==> src/rtl/mem_ctrl.sv <==
// mem_ctrl: instruction-fetch responder and data load/store arbiter that owns the
// single byte-wide RAM port (1-cycle read latency). Fetches assemble four
// little-endian bytes; data accesses are byte/half/word.
// Optional: define ICACHE_EN to add a direct-mapped instruction cache.
module mem_ctrl #(
    parameter int ADDR_W         = 32,
    parameter int ICACHE_ENTRIES = 64
) (
    input  logic              clk,
    input  logic              rst,
    input  logic [ADDR_W-1:0] pc_in,
    input  logic              branch_interception,
    output logic              addr_needed,
    output logic              inst_available,
    output logic [31:0]       inst_out,
    output logic [ADDR_W-1:0] pc_back,
    output logic [1:0]        memcnf,
    input  logic              mem_req,
    input  logic              mem_we,
    input  logic [1:0]        mem_width,
    input  logic [ADDR_W-1:0] mem_addr,
    input  logic [31:0]       mem_wdata,
    output logic              mem_done,
    output logic [31:0]       mem_rdata,
    input  logic [7:0]        ram_din,
    output logic [7:0]        ram_dout,
    output logic [ADDR_W-1:0] ram_a,
    output logic              ram_wr
);

    typedef enum logic [1:0] {StIdle, StFetch, StDread, StDwrite} state_t;

    state_t            state_q, state_d;
    logic [2:0]        cnt_q, cnt_d;
    logic [2:0]        len_q, req_len;
    logic [ADDR_W-1:0] base_q;
    logic [31:0]       wdata_q;
    logic [31:0]       asm_q, asm_nxt;
    logic [31:0]       inst_q, rdata_q;
    logic [ADDR_W-1:0] pc_back_q;
    logic              inst_avail_q, done_q;
    logic              fetch_go, data_go, hit_go;
    logic              fetch_fin, read_fin, write_fin;
    logic              hit;
    logic [31:0]       hit_data;

    // Handshake qualifiers; data requests win over fetch in IDLE.
    always_comb begin
        addr_needed = !rst && (state_q == StIdle) && !mem_req && !branch_interception;
        fetch_go    = addr_needed;
        // The done cycle still sees the old request held high; ignore it.
        data_go     = (state_q == StIdle) && mem_req && !done_q;
        hit_go      = fetch_go && hit;
        case (mem_width)
            2'b00:   req_len = 3'd1;
            2'b01:   req_len = 3'd2;
            default: req_len = 3'd4;
        endcase
    end

`ifdef ICACHE_EN
    localparam int IDX_W = $clog2(ICACHE_ENTRIES);
    localparam int TAG_W = ADDR_W - IDX_W - 2;

    logic [31:0]               c_data [ICACHE_ENTRIES];
    logic [TAG_W-1:0]          c_tag  [ICACHE_ENTRIES];
    logic [ICACHE_ENTRIES-1:0] c_valid;
    logic [IDX_W-1:0]          pc_idx, fill_idx, wr_idx;
    logic                      inval;

    // Cache lookup for the presented fetch address and invalidate on matching store.
    always_comb begin
        pc_idx   = pc_in[IDX_W+1:2];
        fill_idx = base_q[IDX_W+1:2];
        wr_idx   = mem_addr[IDX_W+1:2];
        hit      = c_valid[pc_idx] && (c_tag[pc_idx] == pc_in[ADDR_W-1:IDX_W+2]);
        hit_data = c_data[pc_idx];
        inval    = data_go && mem_we && c_valid[wr_idx] &&
                   (c_tag[wr_idx] == mem_addr[ADDR_W-1:IDX_W+2]);
    end

    // Line fill on completed (non-aborted) fetch; valid bits cleared on reset.
    always_ff @(posedge clk) begin
        if (rst) begin
            c_valid <= '0;
        end else begin
            if (fetch_fin) begin
                c_valid[fill_idx] <= 1'b1;
                c_data[fill_idx]  <= asm_nxt;
                c_tag[fill_idx]   <= base_q[ADDR_W-1:IDX_W+2];
            end
            if (inval) begin
                c_valid[wr_idx] <= 1'b0;
            end
        end
    end
`else
    logic unused_cfg;
    assign unused_cfg = (ICACHE_ENTRIES > 0);
    assign hit        = 1'b0;
    assign hit_data   = '0;
`endif

    // Next-state logic; cnt counts cycles since acceptance minus one.
    always_comb begin
        state_d   = state_q;
        cnt_d     = cnt_q + 3'd1;
        fetch_fin = 1'b0;
        read_fin  = 1'b0;
        write_fin = 1'b0;
        case (state_q)
            StIdle: begin
                cnt_d = 3'd0;
                if (data_go) begin
                    state_d = mem_we ? StDwrite : StDread;
                end else if (fetch_go && !hit) begin
                    state_d = StFetch;
                end
            end
            StFetch: begin
                if (branch_interception) begin
                    state_d = StIdle;
                end else if (cnt_q == 3'd4) begin
                    state_d   = StIdle;
                    fetch_fin = 1'b1;
                end
            end
            StDread: begin
                if (cnt_q == len_q) begin
                    state_d  = StIdle;
                    read_fin = 1'b1;
                end
            end
            StDwrite: begin
                if (cnt_q == len_q - 3'd1) begin
                    state_d   = StIdle;
                    write_fin = 1'b1;
                end
            end
        endcase
    end

    // Byte assembly: the byte for address issued at cnt-1 arrives at cnt.
    always_comb begin
        asm_nxt = asm_q;
        if ((state_q == StFetch) || (state_q == StDread)) begin
            case (cnt_q)
                3'd1:    asm_nxt[7:0]   = ram_din;
                3'd2:    asm_nxt[15:8]  = ram_din;
                3'd3:    asm_nxt[23:16] = ram_din;
                3'd4:    asm_nxt[31:24] = ram_din;
                default: ;
            endcase
        end
    end

    // RAM port drive and conflict status.
    always_comb begin
        ram_a    = '0;
        ram_wr   = 1'b0;
        ram_dout = 8'h00;
        memcnf   = 2'b00;
        case (state_q)
            StFetch: begin
                if (cnt_q < 3'd4) ram_a = base_q + ADDR_W'(cnt_q);
                if (mem_req) memcnf = 2'b10;
            end
            StDread: begin
                if (cnt_q < len_q) ram_a = base_q + ADDR_W'(cnt_q);
                memcnf = 2'b01;
            end
            StDwrite: begin
                ram_a    = base_q + ADDR_W'(cnt_q);
                ram_wr   = 1'b1;
                ram_dout = wdata_q[8*cnt_q[1:0] +: 8];
                memcnf   = 2'b01;
            end
            default: ;
        endcase
    end

    // State, request latches and registered result outputs.
    always_ff @(posedge clk) begin
        if (rst) begin
            state_q      <= StIdle;
            cnt_q        <= 3'd0;
            len_q        <= 3'd0;
            base_q       <= '0;
            wdata_q      <= '0;
            asm_q        <= '0;
            inst_q       <= '0;
            rdata_q      <= '0;
            pc_back_q    <= '0;
            inst_avail_q <= 1'b0;
            done_q       <= 1'b0;
        end else begin
            state_q      <= state_d;
            cnt_q        <= cnt_d;
            inst_avail_q <= fetch_fin | hit_go;
            done_q       <= read_fin | write_fin;
            if (state_q == StIdle) begin
                asm_q <= '0;
                if (data_go) begin
                    base_q  <= mem_addr;
                    len_q   <= req_len;
                    wdata_q <= mem_wdata;
                end else if (fetch_go) begin
                    base_q <= pc_in;
                end
            end else begin
                asm_q <= asm_nxt;
            end
            if (fetch_fin) begin
                inst_q    <= asm_nxt;
                pc_back_q <= base_q;
            end else if (hit_go) begin
                inst_q    <= hit_data;
                pc_back_q <= pc_in;
            end
            if (read_fin) begin
                rdata_q <= asm_nxt;
            end
        end
    end

    assign inst_available = inst_avail_q;
    assign inst_out       = inst_q;
    assign pc_back        = pc_back_q;
    assign mem_done       = done_q;
    assign mem_rdata      = rdata_q;

endmodule
==> config.mk <==
export PLATFORM = sky130hd
export DESIGN_NAME = mem_ctrl
export DESIGN_NICKNAME = d
export VERILOG_FILES = /design/src/rtl/mem_ctrl.sv
export SDC_FILE = /design/constraint.sdc
export NUM_CORES = 1
export LEC_CHECK = 0
export CAP_MARGIN = 10
export CORE_UTILIZATION = 43
export CTS_CLUSTER_SIZE = 10
export DETAILED_ROUTE_END_ITERATION = 8
export PLACE_DENSITY = 0.83
export SLEW_MARGIN = 20
export SYNTH_ARGS = -nofsm -noshare
export SYNTH_HDL_FRONTEND = slang
export SYNTH_SLANG_ARGS = --single-unit
==> constraint.sdc <==
create_clock -name clk -period 2.8 [get_ports clk]
set_clock_uncertainty 0.15 [all_clocks]
set_input_delay 0.28 -clock clk [delete_from_list [all_inputs] [get_ports clk]]
set_output_delay 0.28 -clock clk [all_outputs]
set_load 0.02 [all_outputs]
# == Yosys cells after proc, flatten, opt, wreduce, memory -nomap -nowiden ==
# Index checks and enable logic that the tools add are counted.
# word_totals
regBits,202
latchBits,0
ram_bits,0
rom_bits,0
out_inout_bits,142
word_cells,80
mem_count,0
# op_classes
n_addsub,3
n_mul,0
div,0
order_cmp,2
eq_ne,14
shift,1
n_mux,30
n_bitwise,1
n_reduce_logical,18
# ops
operator,count
$mux W32,5
$pmux W32 S3,1
$mux W8,5
$add A32 B3 Y32,1
$shiftx A32 B6 Y8,1
$mux W2,7
$mux W1,9
$pmux W2 S4,1
$eq A3 B2 Y1 const B,2
$eq A3 B3 Y1,2
$ne A3 B3 Y1 const B,2
$pmux W3 S2,1
$logic_and A1 B1 Y1,5
$eq A2 B1 Y1 const B,2
$eq A2 B2 Y1 const B,2
$logic_not A1 Y1,4
$logic_not A2 Y1,2
$ne A2 B2 Y1 const B,2
$pmux W2 S2,1
$reduce_and A2 Y1,2
$reduce_and A4 Y1,1
$reduce_or A2 Y1,2
$add A3 B1 Y3 const B,1
$eq A3 B1 Y1 const B,1
other kinds (7),7

# == Depth between registers and ports, before layout ==
# Gate-level depths: netlist of run 1.
# depth
word_depth,7
ltp_mapped,10
ltp_nobuf,7

# == Least setup slack after synthesis of run 1 ==
# No wires, ideal clock.
# synth_timing
path_type,register -> output
start,register cnt_q[1]
end,output port ram_a[30]
arrival_ns,2.519
path_slack_ns,-0.149
path_stages_with_launch,8
path_buffers,1
cell_sequence,dfxtp_1 > buf_2 > inv_1 > fa_1 > nor2b_1 > o2111ai_4 > or4_1 > a21oi_1
# synth_between
elab_chain_len,3
# synth_rtl
element,line,text
"start, declared",34,"logic [2:0] cnt_q, cnt_d;"
"start signal, assigned",198,cnt_q <= cnt_d;
$add A32 B3 Y32 (tied with other cells),"165, 169, 173",
"$mux W32, on equally long branches","169, 165",
$pmux W32 S3 *,163,case (state_q)
"end, declared",27,"output logic [ADDR_W-1:0] ram_a,"
# Every way passes the cells marked *; elsewhere a longest branch is shown, timed or not.

# == Final worst setup path of run 1 ==
# layout_timing
start,register cnt_q[0]
end,output port ram_a[20]
# Same word-level chain as after synthesis.

==> results by stage, run 1 <==
Min path:
- The tightest min-delay check is of the primary input to flop type.

Global route:
- The number of global-route vias before repair is 8,646.
- The first-pass GRT wire length is 43.5 mm.
- The initial antenna violation count came to 3.
- The pin count of the biggest net entering global routing is 171.
- Across every metal layer, demand over resource in global routing totals 0.264.
- After global routing the overflow that remains totals 0.

Drt:
- The ratio of routed vias to standard cells is 5.54.
- In the routed design, unresolved DRC markers number 0.
- The count of nets left with antenna violations once routing finished came out at 0.
- The average wire length per cell after detail routing is 18.1 um.
- The count of TritonRoute iterations in the first routing pass is 5.
- The routed design has 28.7 mm of wire.
- Summing over every cut layer, the via total after detailed routing is 8,754.
- The detailed router's first-iteration violation count is 514.

Clock tree:
- The clock tree from TritonCTS is built.
- The CTS root buffer is clkbuf_16.
- For this design, the CTS-stage hold fixing added 0 buffers.
- The later pin in the worst-skew pair is clocked with a latency of 0.51 ns.
- The clock transition at the registers of the reported paths is 0.05 ns.
- The clock passes through at most 3 buffers.
- The clock drives 202 sinks.
- The total clock buffers created by CTS is 24.
- The H-tree depth is 1.

Logic synthesis:
- For this run, asynchronously set or reset flops after synthesis account for 0.
- After synthesis the netlist holds a flip-flop and latch count of 202.
- The adder and majority cell fraction of the synthesized area is 0.0267.
- After synthesis, the most frequently instantiated cells are 205 x nand2_1, 202 x dfxtp_1, 147 x nor2_1.
- After synthesis, the largest family of logic cells by area is simple AND/OR/NAND/NOR gates.
- The Yosys warning count is 0.
- The compound-cell area share of the yosys netlist came to 0.176.
- The post-synthesis instance total is 1,029.
- The number of nets handed over by synthesis was 1,158.
- The biggest area contributor in the post-synthesis netlist is dfxtp_1.
- Of the post-synthesis cell area, the dominant cell type holds 0.463.
- Synthesis instantiated 52 different standard cells from the library.
- The area of the mapped netlist is 8730 um2.
- The xor/xnor share of the synthesized area is 0.0118.
- After synthesis, the mean cell area works out to 8.48 um2.
- The synthesized-area fraction occupied by and/or/nand/nor cells is 0.210.
- The number of enable flip-flop cells after synthesis is 0.
- The portion of synthesized area spent on multiplexers is 0.0619.
- The commonest register cell after synthesis is dfxtp_1.
- The most frequently used cell type in the post-synthesis netlist is nand2_1.
- After synthesis, the cell types taking the most area are dfxtp_1 46%, nand2_1 8.8%, nor2_1 6.3%, a211oi_1 5.5%, a21oi_1 4.8%.
- The share of the yosys chip area belonging to registers is 0.463.

Setup path:
- Across all register-to-register paths, the minimum setup slack is 0.10 ns.
- The critical path start-end classification is flop to primary output.
- The maximum fanout along the worst path is 5.
- The arrival time at the worst endpoint is 2.60 ns.
- The endpoint kind of the worst setup timing path is a primary output.
- The category of the worst setup path launch point is a flop.
- The required time of the critical path is 2.37 ns.

Layout:
- The net count of the finished layout is 1,439.
- Counting the fill cells in the layout gives 1,502.
- The fraction of layout instances using a drive strength above 1 is 0.174.
- The area growth from synthesis to layout is 50.8%.

Placement:
- Port buffering added 252 buffers.
- The placed wire-length estimate is 18.6 mm.
- The final weighted congestion of routability-driven global placement is 0.925.
- The worst slack at placement is -0.330 ns.

Timing:
- The total count of max-transition violations in the final report is 0.
- The minimum clock period is 3.03 ns.
- For the pin with the worst max-slew slack, the measured transition is 0.800 ns.
- The setup slack after layout is -0.234 ns.
- The number of endpoints failing setup at the final stage is 28.
- Setup repair after global routing could not meet its margin everywhere.
- Timing would allow up to 330 MHz.
- In this run the tightest slew margin relative to its limit is 0.466.
- In the finished design, the share of the clock period the worst path needs comes to 1.08.
- The final number of hold-violating endpoints is 0.
- Hold is met by 0.162 ns.

Die:
- The number of ports placed on the die boundary is 253.
- The die is 144 um wide.
- The number of rows created at floorplan is 51.
- The core area is 19,700 um2.
- The die covers 20,900 um2.
- Measured along the y axis, the die boundary spans 144 um.
- The initial utilization of the core area, before any placement, comes to 0.444.

Power and ir drop:
- Summed over all cells, the static leakage comes to 4.87 nW.
- VDD sags by at most 417 uV.
- The power per unit of standard cell area is 725 nW/um2.

Status:
- The run finished, with violations left.
- The final reports fail on setup timing.

Flow run:
- The max-capacitance violation count is 0.
placed cells by master (no fill, tap or decap), types with 4 or more instances in the layout:
cell / instances
nand4_1: 6
clkbuf_16: 25
a21oi_2: 8
nor2_4: 11
nand2_1: 205
a311oi_1: 32
o21ai_0: 11
xor2_1: 6
a21oi_1: 68
mux2i_1: 34
buf_12: 10
a211oi_1: 64
and4_1: 6
mux4_2: 8
buf_4: 67
ha_1: 10
dfxtp_1: 198
or3_1: 7
dlygate4sd2_1: 9
nor2_1: 135
clkdlybuf4s50_1: 210
inv_1: 18
buf_6: 37
or4_4: 5
inv_2: 4
and2_1: 11
a21oi_4: 8
nand3_1: 12
ha_4: 6
o31ai_1: 6
o211ai_1: 10
or4_1: 4
worst max-delay path: stages, from the launching register on:
cell	delay (ns)
dfxtp_4	0.36
ha_4	0.14
inv_2	0.03
fa_2	0.36
nor2b_4	0.16
o2111ai_4	0.20
buf_6	0.20
or3_1	0.35
a21oi_1	0.13
buf_4	0.15
power breakdown:
part / leakage [nW] / total, mW / internal, mW / switching, mW
Sequential: 1.64 / 3.54 / 3.26 / 0.281
Combinational: 2.90 / 3.34 / 1.44 / 1.90
Clock: 0.317 / 2.66 / 1.55 / 1.11
layer usage:
| metal | vias to the layer above | GRT usage | routed length (um) | part of all wire |
|---|---|---|---|---|
| met1 | 4123 | 0.303 | 11000 | 0.38 |
| met2 | 388 | 0.460 | 13800 | 0.48 |
| li1 | 4138 | - | - | - |
| met4 | 2 | 0.129 | 1320 | 0.046 |
| met5 | - | 0 | 10 | 0.00035 |
| met3 | 103 | 0.0606 | 2570 | 0.090 |
final cells by class:
class                   instances  area (um2)  share of cell area
flip-flops and latches        202        4050               0.308
clock buffers                  28         626              0.0475
well taps                     265         332              0.0252
clock inverters                 2        21.3             0.00162
diodes                          2        5.00            0.000380
inverters                      23        91.3             0.00694
repair buffers                334        3330               0.253
multi-input cells             725        4710               0.358
worst paths after layout:
check | cells after the start | from | end
setup reg to reg | 8 | state_q[0] | base_q[16]
setup / recovery | 9 | cnt_q[0] | ram_a[20]
hold reg to reg | 2 | len_q[1] | len_q[1]
hold / removal | 3 | mem_wdata[2] | wdata_q[2]
stage by stage:
stage          power [mW]  area [um2]  std cells   util  TNS [ns]
2_1_floorplan        5.24        8750       1029      -         0
4_1_cts              9.41       12900       1573  0.655     -4.50
6_report             9.54       13200       1581  0.670     -3.62
3_3_place_gp         6.39       11800       1523  0.599     -2.46
5_1_grt              10.0       13200       1581  0.670     -6.38
3_5_place_dp         6.47       11800       1523  0.599     -3.88
cells by family (layout without fill, tap and decap cells):
logic type / Yosys count / count (layout)
buffers and inverters: 102 / 387
and+or+nand+nor: 429 / 429
DFF: 202 / 202
muxes: 44 / 44
other: 0 / 2
AOI/OAI and AO/OA: 224 / 224
adders and majority gates: 18 / 18
xor gates and xnor gates: 10 / 10
what timing repair did:
item / CTS / global route
pin swaps: 24 / 22
setup endpoints to repair: 37 / 32
cloned: 1 / 0
gates resized for setup: 262 / 47
setup buffers: 19 / 8
flip-flops by register name, indices dropped and copies added (netlist names):
register	cells
asm_q	32
base_q	32
inst_out	32
mem_rdata	32
pc_back	32
wdata_q	32
cnt_q	3
len_q	3
state_q	2
inst_available	1
mem_done	1
Power figures use the tool's default switching activity.
==> run 2: changes to the inputs <==
--- a/config.mk
+++ b/config.mk
@@ -6,10 +6,9 @@
 export NUM_CORES = 1
 export LEC_CHECK = 0
 export CAP_MARGIN = 10
-export CORE_UTILIZATION = 43
-export CTS_CLUSTER_SIZE = 10
+export CORE_UTILIZATION = 48
 export DETAILED_ROUTE_END_ITERATION = 8
-export PLACE_DENSITY = 0.83
+export PLACE_DENSITY = 0.88
 export SLEW_MARGIN = 20
 export SYNTH_ARGS = -nofsm -noshare
 export SYNTH_HDL_FRONTEND = slang
==> constraint.sdc (replaced) <==
create_clock -name clk -period 3.08 [get_ports clk]
set_clock_uncertainty 0.15 [all_clocks]
set_input_delay 0.308 -clock clk [delete_from_list [all_inputs] [get_ports clk]]
set_output_delay 0.308 -clock clk [all_outputs]
set_load 0.02 [all_outputs]
==> run 2 against run 1 <==
Net effect: critical path type unchanged; sequential cell count stayed put; the flow still finishes with violations (setup timing); first-iteration DRC count grew 0.58%; register-to-register slack improved by 0.50 ns; largest cell class unchanged.
==> results by stage, run 2 (synthesis gave the netlist of run 1 again) <==
Status:
- Run status: finished, violations left (unchanged).
- Violations in the final reports: setup timing (unchanged).

Layout:
- The most common cell after layout, fill and taps aside is clkdlybuf4s50_1 (unchanged).
- The post-layout instance count excluding filler cells is 1,516 (was 1,581).
- The signed area change from the synthesized netlist to the final layout is 42.7% (was 50.8%).
- The summed area of non-filler cells in the final layout is 12,500 um2 (was 13,200 um2).
- Commonest cells after routing, fill and taps aside: 219 x clkdlybuf4s50_1, 205 x nand2_1, 198 x dfxtp_1, 145 x nor2_1, 79 x a21oi_1 (was 210 x clkdlybuf4s50_1, 205 x nand2_1, 198 x dfxtp_1, 135 x nor2_1, 68 x a21oi_1).
- The fraction of layout instances using a drive strength above 1 was 0.127 (was 0.174).
- The number of nets at the end of the flow was 1,403 (was 1,439).
- The core occupancy in the finished layout is 0.710 (was 0.670).

Power and ir drop:
- The standby leakage power is 4.61 nW (was 4.87 nW).
- The worst vdd rail ir drop is 528 uV (was 417 uV).
- The power per unit of standard cell area is 696 nW/um2 (was 725 nW/um2).
- The sum of internal, switching and leakage power is 8.67 mW (was 9.54 mW).

Die:
- The number of rows created at floorplan is 48 (was 51).
- The horizontal die dimension was 137 um (was 144 um).
- The number of ports placed on the die boundary was 253 (unchanged).
- The vertical die dimension was 137 um (was 144 um).
- The starting density of the core is 0.498 (was 0.444).
- The core area is 17,500 um2 (was 19,700 um2).
- The die area is 18,700 um2 (was 20,900 um2).

Drt:
- The average wire length per cell after detail routing is 17.9 um (was 18.1 um).
- The post-route DRC violation count is 0 (unchanged).
- The count of TritonRoute iterations in the first routing pass is 5 (unchanged).
- The number of nets with antenna violations after routing was 0 (unchanged).
- The via count of the routed design is 8,556 (was 8,754).
- The post-detailed-routing wire length is 27.2 mm (was 28.7 mm).
- The ratio of routed vias to standard cells is 5.64 (was 5.54).
- The detailed router's first-iteration violation count came to 517 (was 514).

Clock tree:
- The clock transition at the registers of the reported paths is 0.06 ns (was 0.05 ns).
- The buffer depth of the longest clock path is 3 (unchanged).
- The H-tree depth is 1 (unchanged).
- The CTS root buffer is clkbuf_16 (unchanged).
- The total clock buffers created by CTS is 22 (was 24).
- The later-pin clock latency in the skew report came to 0.50 ns (was 0.51 ns).
- The clock tree from TritonCTS is built (unchanged).
- The clock sink count came to 202 (unchanged).

Global route:
- The initial antenna violation count is 1 (was 3).
- The pin count of the biggest net entering global routing came to 97 (was 171).
- The first-pass GRT wire length is 41.6 mm (was 43.5 mm).
- The number of global-route vias before repair is 8,249 (was 8,646).
- The remaining global-route overflow is 0 (unchanged).
- The overall fraction of global-route tracks in use is 0.281 (was 0.264).

Setup path:
- The most numerous cell on the critical path is buf_4.
- The number of cells traversed by the worst register-to-register path came to 6 (was 8).
- The category of the worst setup path launch point is a flop (unchanged).
- The required time of the critical path is 2.62 ns (was 2.37 ns).
- The arrival time at the worst endpoint is 2.73 ns (was 2.60 ns).
- The startpoint of the most critical setup path was base_q[0] (was cnt_q[0]).
- The launch instance of the worst register-to-register path is state_q[0] (unchanged).
- The endpoint kind of the worst setup timing path is a primary output (unchanged).
- The delay contributed by the slowest stage of the critical path was 0.35 ns (was 0.36 ns).
- The critical path start-end classification is flop to primary output (unchanged).
- The maximum fanout along the worst path is 5 (unchanged).
- The end of the worst register-to-register path is base_q[18] (was base_q[16]).
- The register-to-register path setup slack is 0.60 ns (was 0.10 ns).
- The cell with the biggest individual delay on the critical path was dfxtp_2 (was dfxtp_4).
- Ordered cell list for the critical path: ha_4 -> inv_2 -> fa_2 -> nor2b_1 -> buf_4 -> o2111ai_4 -> buf_6 -> nor3_2 -> mux2i_1 -> buf_4 (was ha_4 -> inv_2 -> fa_2 -> nor2b_4 -> o2111ai_4 -> buf_6 -> or3_1 -> a21oi_1 -> buf_4).

Timing:
- The minimum clock period is 3.18 ns.
- Unrepaired setup endpoints after global routing: true (unchanged).
- The final number of hold-violating endpoints is 0 (unchanged).
- The number of endpoints failing setup at the final stage is 6 (was 28).
- The final hold slack came to 0.205 ns (was 0.162 ns).
- The remaining max-slew budget at the tightest pin is 0.288 (was 0.466).
- Static timing analysis puts the maximum clock frequency at 314 MHz.
- The total count of max-transition violations in the final report is 0 (unchanged).
- The worst-margin pin slew came to 1.07 ns (was 0.800 ns).
- The share of the clock period used by the worst path is 1.03.
- The final total negative setup slack is -0.258 ns (was -3.62 ns).
- The setup slack after layout is -0.104 ns (was -0.234 ns).

Placement:
- The count of buffers from port buffering is 252 (unchanged).
- The final weighted congestion of routability-driven global placement came to 0.890 (was 0.925).
- The worst slack at placement was -0.0433 ns (was -0.330 ns).
- The area of placed instances is 11,500 um2 (was 11,800 um2).
- The number of cells in the design after placement came to 1,467 (was 1,523).
- The placed wire-length estimate is 18.2 mm (was 18.6 mm).

Flow run:
- The max-capacitance violation count was 0 (unchanged).

Min path:
- The number of cells on the worst hold path is 3 (unchanged).
- The sink of the worst hold path is wdata_q[18] (was wdata_q[2]).
- The hold path startpoint is mem_wdata[18] (was mem_wdata[2]).
- The worst min-delay path category is primary input to flop (unchanged).
## run 2: worst max path at each step
| stage | cells past startpoint | slack [ns] | endpoint |
|---|---|---|---|
| 2_1_floorplan | 7 | 0.10 | ram_a[30] |
| 3_3_place_gp | 9 | -0.02 | ram_a[30] |
| 3_5_place_dp | 10 | -0.04 | ram_a[28] |
| 4_1_cts | 11 | -0.12 | ram_a[10] |
| 5_1_grt | 10 | -0.19 | ram_a[26] |
| 6_report | 10 | -0.10 | ram_a[26] |
## run 2: timing repair
item,in CTS,in global routing
gates cloned,1,0
endpoints found under the setup margin,32,31
setup buffers,2,5
hold buffers,0,0
pin swaps,11,10
gates resized for setup,126,47
## run 2: metal layers
layer / wire length (um) / up-vias / global-route usage
met5: 0 / - / 0
met4: 981 / 0 / 0.113
met3: 2120 / 72 / 0.0585
met2: 13400 / 346 / 0.497
met1: 10600 / 4064 / 0.331
li1: - / 4074 / -
## run 2: area by class of cell
class	instances	area, um2
Antenna cell	1	2.50
Sequential cell	202	4050
Fill cell	1343	5080
Tap cell	225	282
Timing Repair Buffer	299	2840
Multi-Input combinational cell	726	4380
Clock inverter	15	240
Inverter	23	86.3
Clock buffer	25	572
## run 2: power by group
part,internal (mW),switching (mW)
Sequential,2.96,0.286
Combinational,1.01,1.50
Clock,1.85,1.08
## run 2: worst max-delay path, delay by kind of cell (launching register included)
family	cells	cell delay (ns)
muxes	1	0.31
buffers and inverters	4	0.56
adders and majority gates	2	0.49
AOI/OAI and AO/OA	1	0.19
DFF	1	0.35
and+or+nand+nor	2	0.31
==> run 3: changes to the inputs <==
--- a/config.mk
+++ b/config.mk
@@ -5,7 +5,7 @@
 export SDC_FILE = /design/constraint.sdc
 export NUM_CORES = 1
 export LEC_CHECK = 0
-export CAP_MARGIN = 10
+export CAP_MARGIN = 20
 export CORE_UTILIZATION = 48
 export DETAILED_ROUTE_END_ITERATION = 8
 export PLACE_DENSITY = 0.88
==> results of run 3 <==
No change in the layout: final DEF, timing and power equal those of run 2.
